## config.mk

```make
export PLATFORM = sky130hd
export DESIGN_NAME = fetch_unit_flat
export DESIGN_NICKNAME = d
export VERILOG_FILES = /design/src/rtl/mips_pkg.sv /design/src/rtl/fetch_unit_if.sv /design/src/rtl/next_pc_calc.sv /design/src/rtl/fetch_unit.sv /design/src/flat_wrapper.sv
export SDC_FILE = /design/constraint.sdc
export NUM_CORES = 1
export LEC_CHECK = 0
export BUFFER_PORTS_ARGS = -buffer_cell sky130_fd_sc_hd__buf_2
export CAP_MARGIN = 20
export CORE_AREA = 5 5 105 107
export CTS_BUF_LIST = sky130_fd_sc_hd__clkbuf_8
export DETAILED_ROUTE_END_ITERATION = 7
export DIE_AREA = 0 0 110 112
export PLACE_DENSITY_LB_ADDON = 0.25
export SLEW_MARGIN = 15
export SYNTH_ARGS = -nofsm -noshare
export SYNTH_HDL_FRONTEND = slang
export SYNTH_SLANG_ARGS = --single-unit
```

## constraint.sdc

```tcl
create_clock -name clk -period 6.9 [get_ports clk]
set_clock_uncertainty 0.2 [all_clocks]
set_input_delay 0.345 -clock clk [delete_from_list [all_inputs] [get_ports clk]]
set_output_delay 0.345 -clock clk [all_outputs]
set_load 0.03 [all_outputs]
```

## src/rtl/mips_pkg.sv

```systemverilog
// Shared definitions for the MIPS core: opcodes, reset vector and fetch FSM states.
package mips_pkg;

   // Primary opcodes seen on instr[31:26]
   localparam logic [5:0] R_TYPE = 6'h00;
   localparam logic [5:0] LW     = 6'h23;
   localparam logic [5:0] SW     = 6'h2B;
   localparam logic [5:0] BEQ    = 6'h04;
   localparam logic [5:0] JUMP   = 6'h02;

   localparam logic [31:0] DEFAULT_RESET_PC = 32'h0000_0000;

   typedef enum logic [1:0] {
      IDLE = 2'd0,
      REQ  = 2'd1,
      WAIT = 2'd2,
      HOLD = 2'd3
   } fetch_state_e;

   // Clear the byte-offset bits so every PC stays word-aligned
   function automatic logic [31:0] word_align(input logic [31:0] addr);
      return addr & 32'hFFFF_FFFC;
   endfunction

endpackage

```

## src/rtl/fetch_unit_if.sv

```systemverilog
// Instruction-memory request/response bus between fetch (master) and imem (slave).
interface fetch_unit_if;

   logic        imem_req_valid;
   logic        imem_req_ready;
   logic [31:0] imem_addr;
   logic        imem_rsp_valid;
   logic [31:0] imem_rsp_data;

   modport master (
      output imem_req_valid,
      output imem_addr,
      input  imem_req_ready,
      input  imem_rsp_valid,
      input  imem_rsp_data
   );

   modport slave (
      input  imem_req_valid,
      input  imem_addr,
      output imem_req_ready,
      output imem_rsp_valid,
      output imem_rsp_data
   );

endinterface

```

## src/rtl/next_pc_calc.sv

```systemverilog
// Next-PC selection at retire: jump beats taken branch beats fall-through.
module next_pc_calc (
   input  logic [31:0] pc_plus4,
   input  logic [31:0] instr,
   input  logic        branch,
   input  logic        zero,
   input  logic        jump,
   output logic [31:0] next_pc
);

   logic [31:0] w_jump_target;
   logic [31:0] w_branch_off;
   logic [31:0] w_branch_target;
   logic        w_unused_opcode;

   assign w_jump_target   = {pc_plus4[31:28], instr[25:0], 2'b00};
   assign w_branch_off    = {{14{instr[15]}}, instr[15:0], 2'b00};
   assign w_branch_target = pc_plus4 + w_branch_off;

   // Opcode is decoded by the control unit, not here
   assign w_unused_opcode = ^instr[31:26];

   // Priority mux for the retire target
   always_comb begin
      next_pc = pc_plus4;
      if (jump) begin
         next_pc = w_jump_target;
      end else if (branch && zero) begin
         next_pc = w_branch_target;
      end
   end

endmodule

```

## src/rtl/fetch_unit.sv

```systemverilog
// Instruction-fetch stage: owns the PC, fetches one word at a time over the imem
// handshake, holds it for decode until retire, then steps the PC.
module fetch_unit
   import mips_pkg::*;
#(
   parameter logic [31:0] RESET_PC = DEFAULT_RESET_PC
) (
   input  logic                clk,
   input  logic                rst_n,
   fetch_unit_if.master        imem,
   output logic [31:0]         instr,
   output logic                instr_valid,
   output logic [31:0]         pc,
   output logic [31:0]         pc_plus4,
   input  logic                stall,
   input  logic                branch,
   input  logic                zero,
   input  logic                jump
);

   fetch_state_e r_state;
   fetch_state_e w_state_next;

   logic [31:0] r_pc;
   logic [31:0] r_instr;
   logic        r_instr_valid;

   logic        w_req_valid;
   logic        w_rsp_take;
   logic        w_retire;
   logic [31:0] w_pc_plus4;
   logic [31:0] w_next_pc;

   assign w_pc_plus4 = r_pc + 32'd4;

   next_pc_calc u_next_pc_calc (
      .pc_plus4 (w_pc_plus4),
      .instr    (r_instr),
      .branch   (branch),
      .zero     (zero),
      .jump     (jump),
      .next_pc  (w_next_pc)
   );

   // Next-state and handshake decode; responses outside WAIT are dropped
   always_comb begin
      w_state_next = r_state;
      w_req_valid  = 1'b0;
      w_rsp_take   = 1'b0;
      w_retire     = 1'b0;
      unique case (r_state)
         IDLE: begin
            w_state_next = REQ;
         end
         REQ: begin
            w_req_valid = 1'b1;
            if (imem.imem_req_ready) begin
               w_state_next = WAIT;
            end
         end
         WAIT: begin
            if (imem.imem_rsp_valid) begin
               w_rsp_take   = 1'b1;
               w_state_next = HOLD;
            end
         end
         HOLD: begin
            if (r_instr_valid && !stall) begin
               w_retire     = 1'b1;
               w_state_next = REQ;
            end
         end
         default: begin
            w_state_next = IDLE;
         end
      endcase
   end

   // FSM state register
   always_ff @(posedge clk or negedge rst_n) begin
      if (!rst_n) begin
         r_state <= IDLE;
      end else begin
         r_state <= w_state_next;
      end
   end

   // PC advances only at retire, so it stays put across stalls and the request
   always_ff @(posedge clk or negedge rst_n) begin
      if (!rst_n) begin
         r_pc <= word_align(RESET_PC);
      end else if (w_retire) begin
         r_pc <= word_align(w_next_pc);
      end
   end

   // Instruction register captures the single outstanding response
   always_ff @(posedge clk or negedge rst_n) begin
      if (!rst_n) begin
         r_instr <= 32'h0;
      end else if (w_rsp_take) begin
         r_instr <= imem.imem_rsp_data;
      end
   end

   // Valid flag: set on capture, cleared on retire
   always_ff @(posedge clk or negedge rst_n) begin
      if (!rst_n) begin
         r_instr_valid <= 1'b0;
      end else if (w_rsp_take) begin
         r_instr_valid <= 1'b1;
      end else if (w_retire) begin
         r_instr_valid <= 1'b0;
      end
   end

   assign imem.imem_req_valid = w_req_valid;
   assign imem.imem_addr      = r_pc;

   assign instr       = r_instr;
   assign instr_valid = r_instr_valid;
   assign pc          = r_pc;
   assign pc_plus4    = w_pc_plus4;

endmodule
```

## src/flat_wrapper.sv

```systemverilog
// flat-port wrapper written by rule: the top's interface ports become plain ports
module fetch_unit_flat import mips_pkg::*;
#(
   parameter logic [31:0] RESET_PC = DEFAULT_RESET_PC
)
  (clk, rst_n, instr, instr_valid, pc, pc_plus4, stall, branch, zero, jump, imem_imem_req_valid, imem_imem_addr, imem_imem_req_ready, imem_imem_rsp_valid, imem_imem_rsp_data);
  fetch_unit_if imem_i ();
  input  logic clk;
  input  logic rst_n;
  output logic [31:0] instr;
  output logic instr_valid;
  output logic [31:0] pc;
  output logic [31:0] pc_plus4;
  input  logic stall;
  input  logic branch;
  input  logic zero;
  input  logic jump;
  output wire logic [$bits(imem_i.imem_req_valid)-1:0] imem_imem_req_valid;
  output wire logic [$bits(imem_i.imem_addr)-1:0] imem_imem_addr;
  input wire logic [$bits(imem_i.imem_req_ready)-1:0] imem_imem_req_ready;
  input wire logic [$bits(imem_i.imem_rsp_valid)-1:0] imem_imem_rsp_valid;
  input wire logic [$bits(imem_i.imem_rsp_data)-1:0] imem_imem_rsp_data;
  assign imem_imem_req_valid = imem_i.imem_req_valid;
  assign imem_imem_addr = imem_i.imem_addr;
  assign imem_i.imem_req_ready = imem_imem_req_ready;
  assign imem_i.imem_rsp_valid = imem_imem_rsp_valid;
  assign imem_i.imem_rsp_data = imem_imem_rsp_data;
  fetch_unit #(.RESET_PC(RESET_PC)) u_core (.clk(clk), .rst_n(rst_n), .imem(imem_i), .instr(instr), .instr_valid(instr_valid), .pc(pc), .pc_plus4(pc_plus4), .stall(stall), .branch(branch), .zero(zero), .jump(jump));
endmodule
```

==> results of run 1 <==
==> critical path: stages (launching register included) <==
cell and delay, ns:
sky130_fd_sc_hd__dfrtp_1 0.44, sky130_fd_sc_hd__ha_1 0.24, sky130_fd_sc_hd__nand4_1 0.19, sky130_fd_sc_hd__nor2_1 0.35, sky130_fd_sc_hd__nand3_1 0.19, sky130_fd_sc_hd__nor3_1 0.50
sky130_fd_sc_hd__nand3_1 0.16, sky130_fd_sc_hd__xnor2_1 0.19, sky130_fd_sc_hd__ha_1 0.49, sky130_fd_sc_hd__nand4_1 0.14, sky130_fd_sc_hd__a211oi_1 0.38, sky130_fd_sc_hd__o31ai_1 0.16
sky130_fd_sc_hd__xnor2_1 0.15, sky130_fd_sc_hd__and3_1 0.22, sky130_fd_sc_hd__o31ai_1 0.21
==> path summary, 6_finish.rpt <==
| check | startpoint | end | slack (ns) | depth (start not counted) |
|---|---|---|---|---|
| min in group clk | imem_imem_rsp_data[30] | u_core.instr[30] | 0.01 | 2 |
| worst max-delay path | u_core.imem.imem_addr[2] | u_core.imem.imem_addr[31] | 2.59 | 14 |
| worst min-delay path | rst_n | u_core.instr[12] | -0.04 | 2 |
| worst max register to register | u_core.imem.imem_addr[2] | u_core.imem.imem_addr[31] | 2.59 | 14 |
| max in group asynchronous | rst_n | u_core.instr[31] | 5.96 | 2 |
| worst min register to register | u_core.instr[31] | u_core.instr[31] | 0.30 | 1 |
==> registers in the layout (all words and copies together), names as in the netlist <==
signal	count
u_core.instr	32
u_core.imem.imem_addr	30
u_core.r_state	2
u_core.instr_valid	1
==> layer usage <==
layer / vias to the layer above / GRT usage (%)
met5: - / 0
met4: 2 / 9.06
met3: 26 / 5.39
met2: 191 / 38.1
met1: 2354 / 30.9
li1: 2389 / -
==> power groups by stage <==
stage,registers [mW],logic (mW),clock network (mW)
final,0.381,0.0456,0.414
after global routing,0.381,0.0515,0.439
after CTS,0.381,0.0448,0.420
after detailed placement,0.388,0.0440,0
after global placement,0.388,0.0434,0
after floorplan,0.388,0.0238,0
==> cell type report <==
type	count	area share, %
Sequential cell	65	26.0
Inverter	14	0.841
Clock buffer	10	2.20
Timing Repair Buffer	170	14.1
Clock inverter	6	1.84
Tap cell	136	2.72
Multi-Input combinational cell	475	52.3
==> through the flow <==
step                power [mW]  instance area [um2]
floorplan                0.412                 5310
global placement         0.432                 5960
detailed placement       0.432                 5960
CTS                      0.845                 6220
global route             0.871                 6250
finish                   0.840                 6250
==> layout by cell type, fill, tap and decap left out, types with 6 or more instances in the layout <==
master / synthesis / final
sky130_fd_sc_hd__xor2_1: 21 / 21
sky130_fd_sc_hd__buf_2: 1 / 163
sky130_fd_sc_hd__nand2b_1: 6 / 6
sky130_fd_sc_hd__clkbuf_8: 0 / 10
sky130_fd_sc_hd__a21o_1: 21 / 21
sky130_fd_sc_hd__o21ai_0: 36 / 36
sky130_fd_sc_hd__mux2i_1: 10 / 10
sky130_fd_sc_hd__nor2_1: 52 / 52
sky130_fd_sc_hd__nand2_1: 53 / 53
sky130_fd_sc_hd__a211oi_1: 9 / 9
sky130_fd_sc_hd__a31oi_1: 13 / 13
sky130_fd_sc_hd__nand3_1: 25 / 25
sky130_fd_sc_hd__conb_1: 1 / 6
sky130_fd_sc_hd__a21oi_1: 47 / 47
sky130_fd_sc_hd__dfrtp_1: 65 / 65
sky130_fd_sc_hd__xnor2_1: 30 / 30
sky130_fd_sc_hd__nor3_1: 6 / 6
sky130_fd_sc_hd__inv_1: 14 / 14
sky130_fd_sc_hd__and3_1: 11 / 11
sky130_fd_sc_hd__mux2_2: 32 / 32
sky130_fd_sc_hd__nand4_1: 6 / 6
sky130_fd_sc_hd__ha_1: 40 / 40
==> cell families (layout without fill, tap and decap cells) <==
family / Yosys count / in the layout / synth area share, %
and+or+nand+nor: 176 / 176 / 15.3
muxes: 42 / 42 / 8.70
AOI/OAI and AO/OA: 159 / 159 / 19.1
other: 1 / 6 / 0.0709
adders and majority gates: 41 / 41 / 9.84
xor gates and xnor gates: 51 / 51 / 8.44
buffers and inverters: 74 / 200 / 7.83
DFF: 65 / 65 / 30.7
==> repair_timing <==
action,4_1_cts,5_1_grt
endpoints found under the setup margin,0,0
hold endpoints to repair,1,3
hold buffers,1,3
==> run_results.csv, run 1 <==
group,metric,value,unit
outcome,status,"finished with violations",
outcome,violations,"negative hold slack",
power_and_ir_drop,portion_of_total_power_attributed_to_sequential_cells,45.3,%
power_and_ir_drop,power_per_cell_area,134,nW/um2
timing,finalMaxSlewViolations,0,
floorplanning,floorplan.rows,37,
synthesis,syn_area_per_cell,8.69,um2
power_and_ir_drop,p_clk_share,49.3,%
power_and_ir_drop,max-vdd-ir-drop,99.9,uV
power_and_ir_drop,power.leakage,3.48,nW
final_layout,area_taken_by_flip_flops_and_latches,1630,um2
final_layout,final.fill_count,883,
global_routing,maximum_number_of_pins_on_one_net_before_global_route_repair,66,
synthesis,synth-seq-area-share,30.7,%
critical_path,criticalPathCategory,"register to register",
synthesis,ys_ff_latch,65,
synthesis,synth.lib_cells_used.distinct,54,
timing,grt_setup_unrepaired,"no",
route,route.top_layer_used,"met5",
route,route.detailed.drc,0,
clock_network,cts.clk_slew.worst_paths,0.08,ns
clock_network,tritoncts_num_sinks,65,
critical_path,worstPathArrival,4.38,ns
timing,maxSlewHeadroom,37.6,%
route,met2WireLength,7060,um
synthesis,synthFlopType,"sky130_fd_sc_hd__dfrtp_1",
route,detailroute.wirelength.met3,1050,um
clock_network,tritoncts,"done",
floorplanning,core_area,10000,um2
final_layout,synthToLayoutAreaGrowth,18.1,%
placement,gp_congestion,0.877,
timing,totalNegativeSetupSlack,0,ns
final_layout,final_core_util,62.2,%
timing,timing.final.hold_violations,36,
floorplanning,floorplan.io_pins,170,
clock_network,cts_root_buf,"sky130_fd_sc_hd__clkbuf_8",
placement,place_hpwl,10900,um
global_routing,via_count_of_the_first_global_routing_pass,4691,
run,cap_viol_max_count,0,
synthesis,yosys-top-cells-count,"sky130_fd_sc_hd__dfrtp_1, sky130_fd_sc_hd__nand2_1, sky130_fd_sc_hd__nor2_1",
global_routing,grt_overflow,0,
timing,timing.final.crit_share,62.4,%
min_path,type_of_the_tightest_min_delay_check,"primary input to asynchronous set/reset pin",
route,detail_route.vias_per_cell,5.66,
route,num_vias,4962,
clock_network,clock_h_tree_levels,3,
power_and_ir_drop,net_switching_power_figure,0.193,mW
critical_path,timing.critical_path.required,6.97,ns
route,drt_pre_antenna_iters,5,
clock_network,post_cts.repair.setup_buffers,0,
final_layout,area_of_the_multi_input_gates,3270,um2
timing,max_freq,232,MHz
global_routing,grt_antenna_before_repair,1,
global_routing,track_usage,23.8,%
critical_path,path_max_fanout,10,
power_and_ir_drop,power_switching_share,23.0,%
critical_path,crit_path_end_kind,"register",
synthesis,yosys_warnings,0,
synthesis,area_fraction_of_the_dominant_cell_type_after_synthesis,30.7,%
clock_network,cts.path.max_buffers,2,
route,detailedRoute.firstIterationViolations,223,
timing,hold_ws,-0.0353,ns
floorplanning,die_w,110,um
timing,final_period_minus_worst_setup_slack,4.31,ns
synthesis,post-synth-top-area-cell,"sky130_fd_sc_hd__dfrtp_1",
placement,dp_worst_setup_slack,2.57,ns
final_layout,share_of_cells_above_drive_strength_1,29.9,%
route,detail_route.wl_per_cell,16.4,um
clock_network,ctsResizeCount,0,
placement,number_of_buffers_added_on_ports,163,
clock_network,cts-buffers-inserted,9,
placement,placed_cell_count,856,
floorplanning,dieArea,12300,um2
route,route.layer.met1.wl,6020,um
timing,setup-violations-final,0,
final_layout,antenna_cells_inserted,0,
synthesis,yosys.cell_count.top_type,"sky130_fd_sc_hd__dfrtp_1",
floorplanning,die_h,112,um
power_and_ir_drop,combinational_share_of_power,5.4,%
power_and_ir_drop,p_int,0.647,mW
synthesis,post_synth_edffs,0,
floorplanning,initial_utilization,52.7,%
synthesis,netlist_area,5290,um2
synthesis,synthArstFlopShare,100,%
clock_network,clock_latency,0.36,ns
final_layout,num-nets-final,816,
synthesis,post_synth_main_area_contributors,"sky130_fd_sc_hd__dfrtp_1, sky130_fd_sc_hd__ha_1, sky130_fd_sc_hd__mux2_2",
critical_path,sort_of_element_at_the_start_of_the_critical_path,"register",
timing,final_setup_margin,2.59,ns
synthesis,postSynthCellCount,609,
timing,tightest_slew,0.936,ns
global_routing,grt_pass1_wl,23400,um
final_layout,final_cells,876,
route,drt-total-wl,14400,um
route,ant_nets,0,
Note: power is estimated with default switching activity, not from simulation.
==> run 2, diff against run 1 <==
- CORE_AREA: 5 5 105 107 -> 5 5 111 113
- DIE_AREA: 0 0 110 112 -> 0 0 116 118
- clock period: 6.9 -> 3.5 ns (I/O delays scaled with it)
==> run_results.csv, run 2 (same netlist as run 1, synthesis figures left out) <==
group,metric,value,unit
floorplanning,core_area,11200,um2
power_and_ir_drop,power.leakage,4.40,nW
route,ant_nets,0,
global_routing,grt_antenna_before_repair,1,
timing,final_setup_margin,-0.0804,ns
critical_path,sort_of_element_at_the_start_of_the_critical_path,"register",
clock_network,cts_root_buf,"sky130_fd_sc_hd__clkbuf_8",
final_layout,commonest_cells_after_routing_fill_and_taps_aside,"sky130_fd_sc_hd__buf_2, sky130_fd_sc_hd__buf_4, sky130_fd_sc_hd__nand2_1",
timing,final_period_minus_worst_setup_slack,3.58,ns
clock_network,tritoncts,"done",
timing,setup-violations-final,4,
power_and_ir_drop,max-vdd-ir-drop,257,uV
clock_network,cts.clk_slew.worst_paths,0.08,ns
floorplanning,floorplan.rows,39,
min_path,min_path_cells,4,
global_routing,grt_pass1_wl,30000,um
route,drt_pre_antenna_iters,5,
critical_path,worstPathArrival,3.63,ns
clock_network,clock_h_tree_levels,3,
critical_path,crit_path_end_kind,"register",
global_routing,track_usage,27.2,%
final_layout,synthToLayoutAreaGrowth,61.6,%
timing,grt_setup_unrepaired,"yes",
floorplanning,floorplan.io_pins,170,
critical_path,path_max_fanout,4,
route,detail_route.wl_per_cell,18.1,um
placement,gp_congestion,0.976,
timing,tightest_slew,0.868,ns
timing,maxSlewHeadroom,42.1,%
run,cap_viol_max_count,0,
outcome,violations,"negative setup slack",
route,detail_route.vias_per_cell,5.55,
timing,totalNegativeSetupSlack,-0.223,ns
placement,dp_worst_setup_slack,-0.371,ns
floorplanning,die_w,116,um
clock_network,cts-buffers-inserted,9,
min_path,type_of_the_tightest_min_delay_check,"primary input to register",
timing,max_freq,279,MHz
global_routing,maximum_number_of_pins_on_one_net_before_global_route_repair,42,
final_layout,largest_register_ffs,32,
placement,place_hpwl,13500,um
floorplanning,dieArea,13700,um2
final_layout,share_of_cells_above_drive_strength_1,52.5,%
route,drt-total-wl,19000,um
floorplanning,die_h,118,um
global_routing,via_count_of_the_first_global_routing_pass,6125,
floorplanning,initial_utilization,47.1,%
placement,number_of_buffers_added_on_ports,163,
global_routing,grt_overflow,0,
clock_network,cts.path.max_buffers,2,
critical_path,timing.critical_path.required,3.55,ns
clock_network,tritoncts_num_sinks,65,
outcome,status,"finished with violations",
power_and_ir_drop,power_per_cell_area,171,nW/um2
final_layout,final_common_cell,"sky130_fd_sc_hd__buf_2",
final_layout,final.fill_count,785,
critical_path,criticalPathCategory,"register to register",
timing,timing.final.crit_share,102,%
route,num_vias,5815,
timing,finalMaxSlewViolations,0,
timing,timing.final.hold_violations,0,
final_layout,num-nets-final,980,
clock_network,clock_latency,0.36,ns
critical_path,ff2ff_path_depth,16,
route,route.detailed.drc,0,
route,detailedRoute.firstIterationViolations,357,
-- run 2: cell types whose count changed in the layout (fill, tap and decap cells not counted), moves of 9 or more --
cell                            previous run  this run
sky130_fd_sc_hd__buf_4                     3       130
sky130_fd_sc_hd__ha_4                      0        17
sky130_fd_sc_hd__ha_1                     40        22
sky130_fd_sc_hd__a21oi_1                  47        36
sky130_fd_sc_hd__nor2_1                   52        43
sky130_fd_sc_hd__dfrtp_2                   0        15
sky130_fd_sc_hd__xnor2_1                  30        12
sky130_fd_sc_hd__xnor2_2                   0        10
sky130_fd_sc_hd__a21oi_2                   0         9
sky130_fd_sc_hd__dfrtp_1                  65        50
sky130_fd_sc_hd__dlygate4sd3_1             4        33
sky130_fd_sc_hd__xor2_1                   21        10
sky130_fd_sc_hd__nand3_1                  25        14
-- run 2: worst max-delay path, stage by stage, from the launching register on --
cell                        delay [ns]
sky130_fd_sc_hd__dfrtp_2          0.44
sky130_fd_sc_hd__ha_4             0.17
sky130_fd_sc_hd__buf_4            0.15
sky130_fd_sc_hd__nand3_4          0.10
sky130_fd_sc_hd__xnor2_4          0.13
sky130_fd_sc_hd__ha_4             0.24
sky130_fd_sc_hd__a21o_1           0.18
sky130_fd_sc_hd__a221oi_2         0.34
sky130_fd_sc_hd__a211oi_2         0.15
sky130_fd_sc_hd__o2111ai_2        0.24
sky130_fd_sc_hd__a31oi_2          0.14
sky130_fd_sc_hd__a311oi_2         0.37
sky130_fd_sc_hd__buf_4            0.17
sky130_fd_sc_hd__xor2_1           0.05
sky130_fd_sc_hd__nand2_1          0.09
sky130_fd_sc_hd__o21ai_2          0.07
sky130_fd_sc_hd__a221oi_2         0.25
-- run 2: layer usage --
layer	track usage, %	routed length [um]
met2	47.8	10000
met1	33.8	7560
met3	4.58	1050
met5	0	0
met4	8.19	371
-- run 2: worst paths after layout --
check                                    startpoint                        end  slack [ns]
setup / recovery           u_core.imem.imem_addr[3]  u_core.imem.imem_addr[20]       -0.08
hold / removal                  imem_imem_req_ready          u_core.r_state[1]        0.07
setup reg to reg           u_core.imem.imem_addr[3]  u_core.imem.imem_addr[20]       -0.08
hold reg to reg                  u_core.instr_valid         u_core.instr_valid        0.31
max in group asynchronous                     rst_n   u_core.imem.imem_addr[4]        1.90
min in group asynchronous                     rst_n  u_core.imem.imem_addr[22]        0.16
-- run 2: area by class of cell --
cell class | count | area (um2) | area share (%)
multi-input combinational | 475 | 4270 | 50.0
timing repair buffer | 334 | 2230 | 26.1
sequential | 65 | 1650 | 19.2
tap | 143 | 179 | 2.09
clock buffer | 9 | 124 | 1.45
inverter | 14 | 52.6 | 0.615
clock inverter | 7 | 46.3 | 0.541
antenna | 1 | 2.50 | 0.0293
-- run 2: what timing repair did --
item	in CTS	in global routing
endpoints found under the hold margin	56	0
hold buffers	33	0
setup buffers	16	9
pin swaps	48	47
gates resized for setup	44	46
setup endpoints to repair	12	14
-- run 2: power by group --
| part | switching [mW] | internal (mW) | leakage (nW) |
|---|---|---|---|
| clock | 0.337 | 0.255 | 0.0814 |
| sequential | 0 | 0.750 | 0.859 |
| combinational | 0.0674 | 0.0527 | 3.46 |
| total | 0.404 | 1.06 | 4.40 |
-- run 2: per-stage QoR --
step	instances	hold WS (ns)	power [mW]	area [um2]	utilization [%]
floorplan	614	-0.321	0.812	5870	-
global placement	974	-0.000244	0.851	7360	65.6
detailed placement	974	0.0119	0.854	7360	65.6
CTS	1039	0.0534	1.47	8240	73.4
global route	1048	0.0573	1.52	8550	76.2
finish	1048	0.0677	1.46	8550	76.2
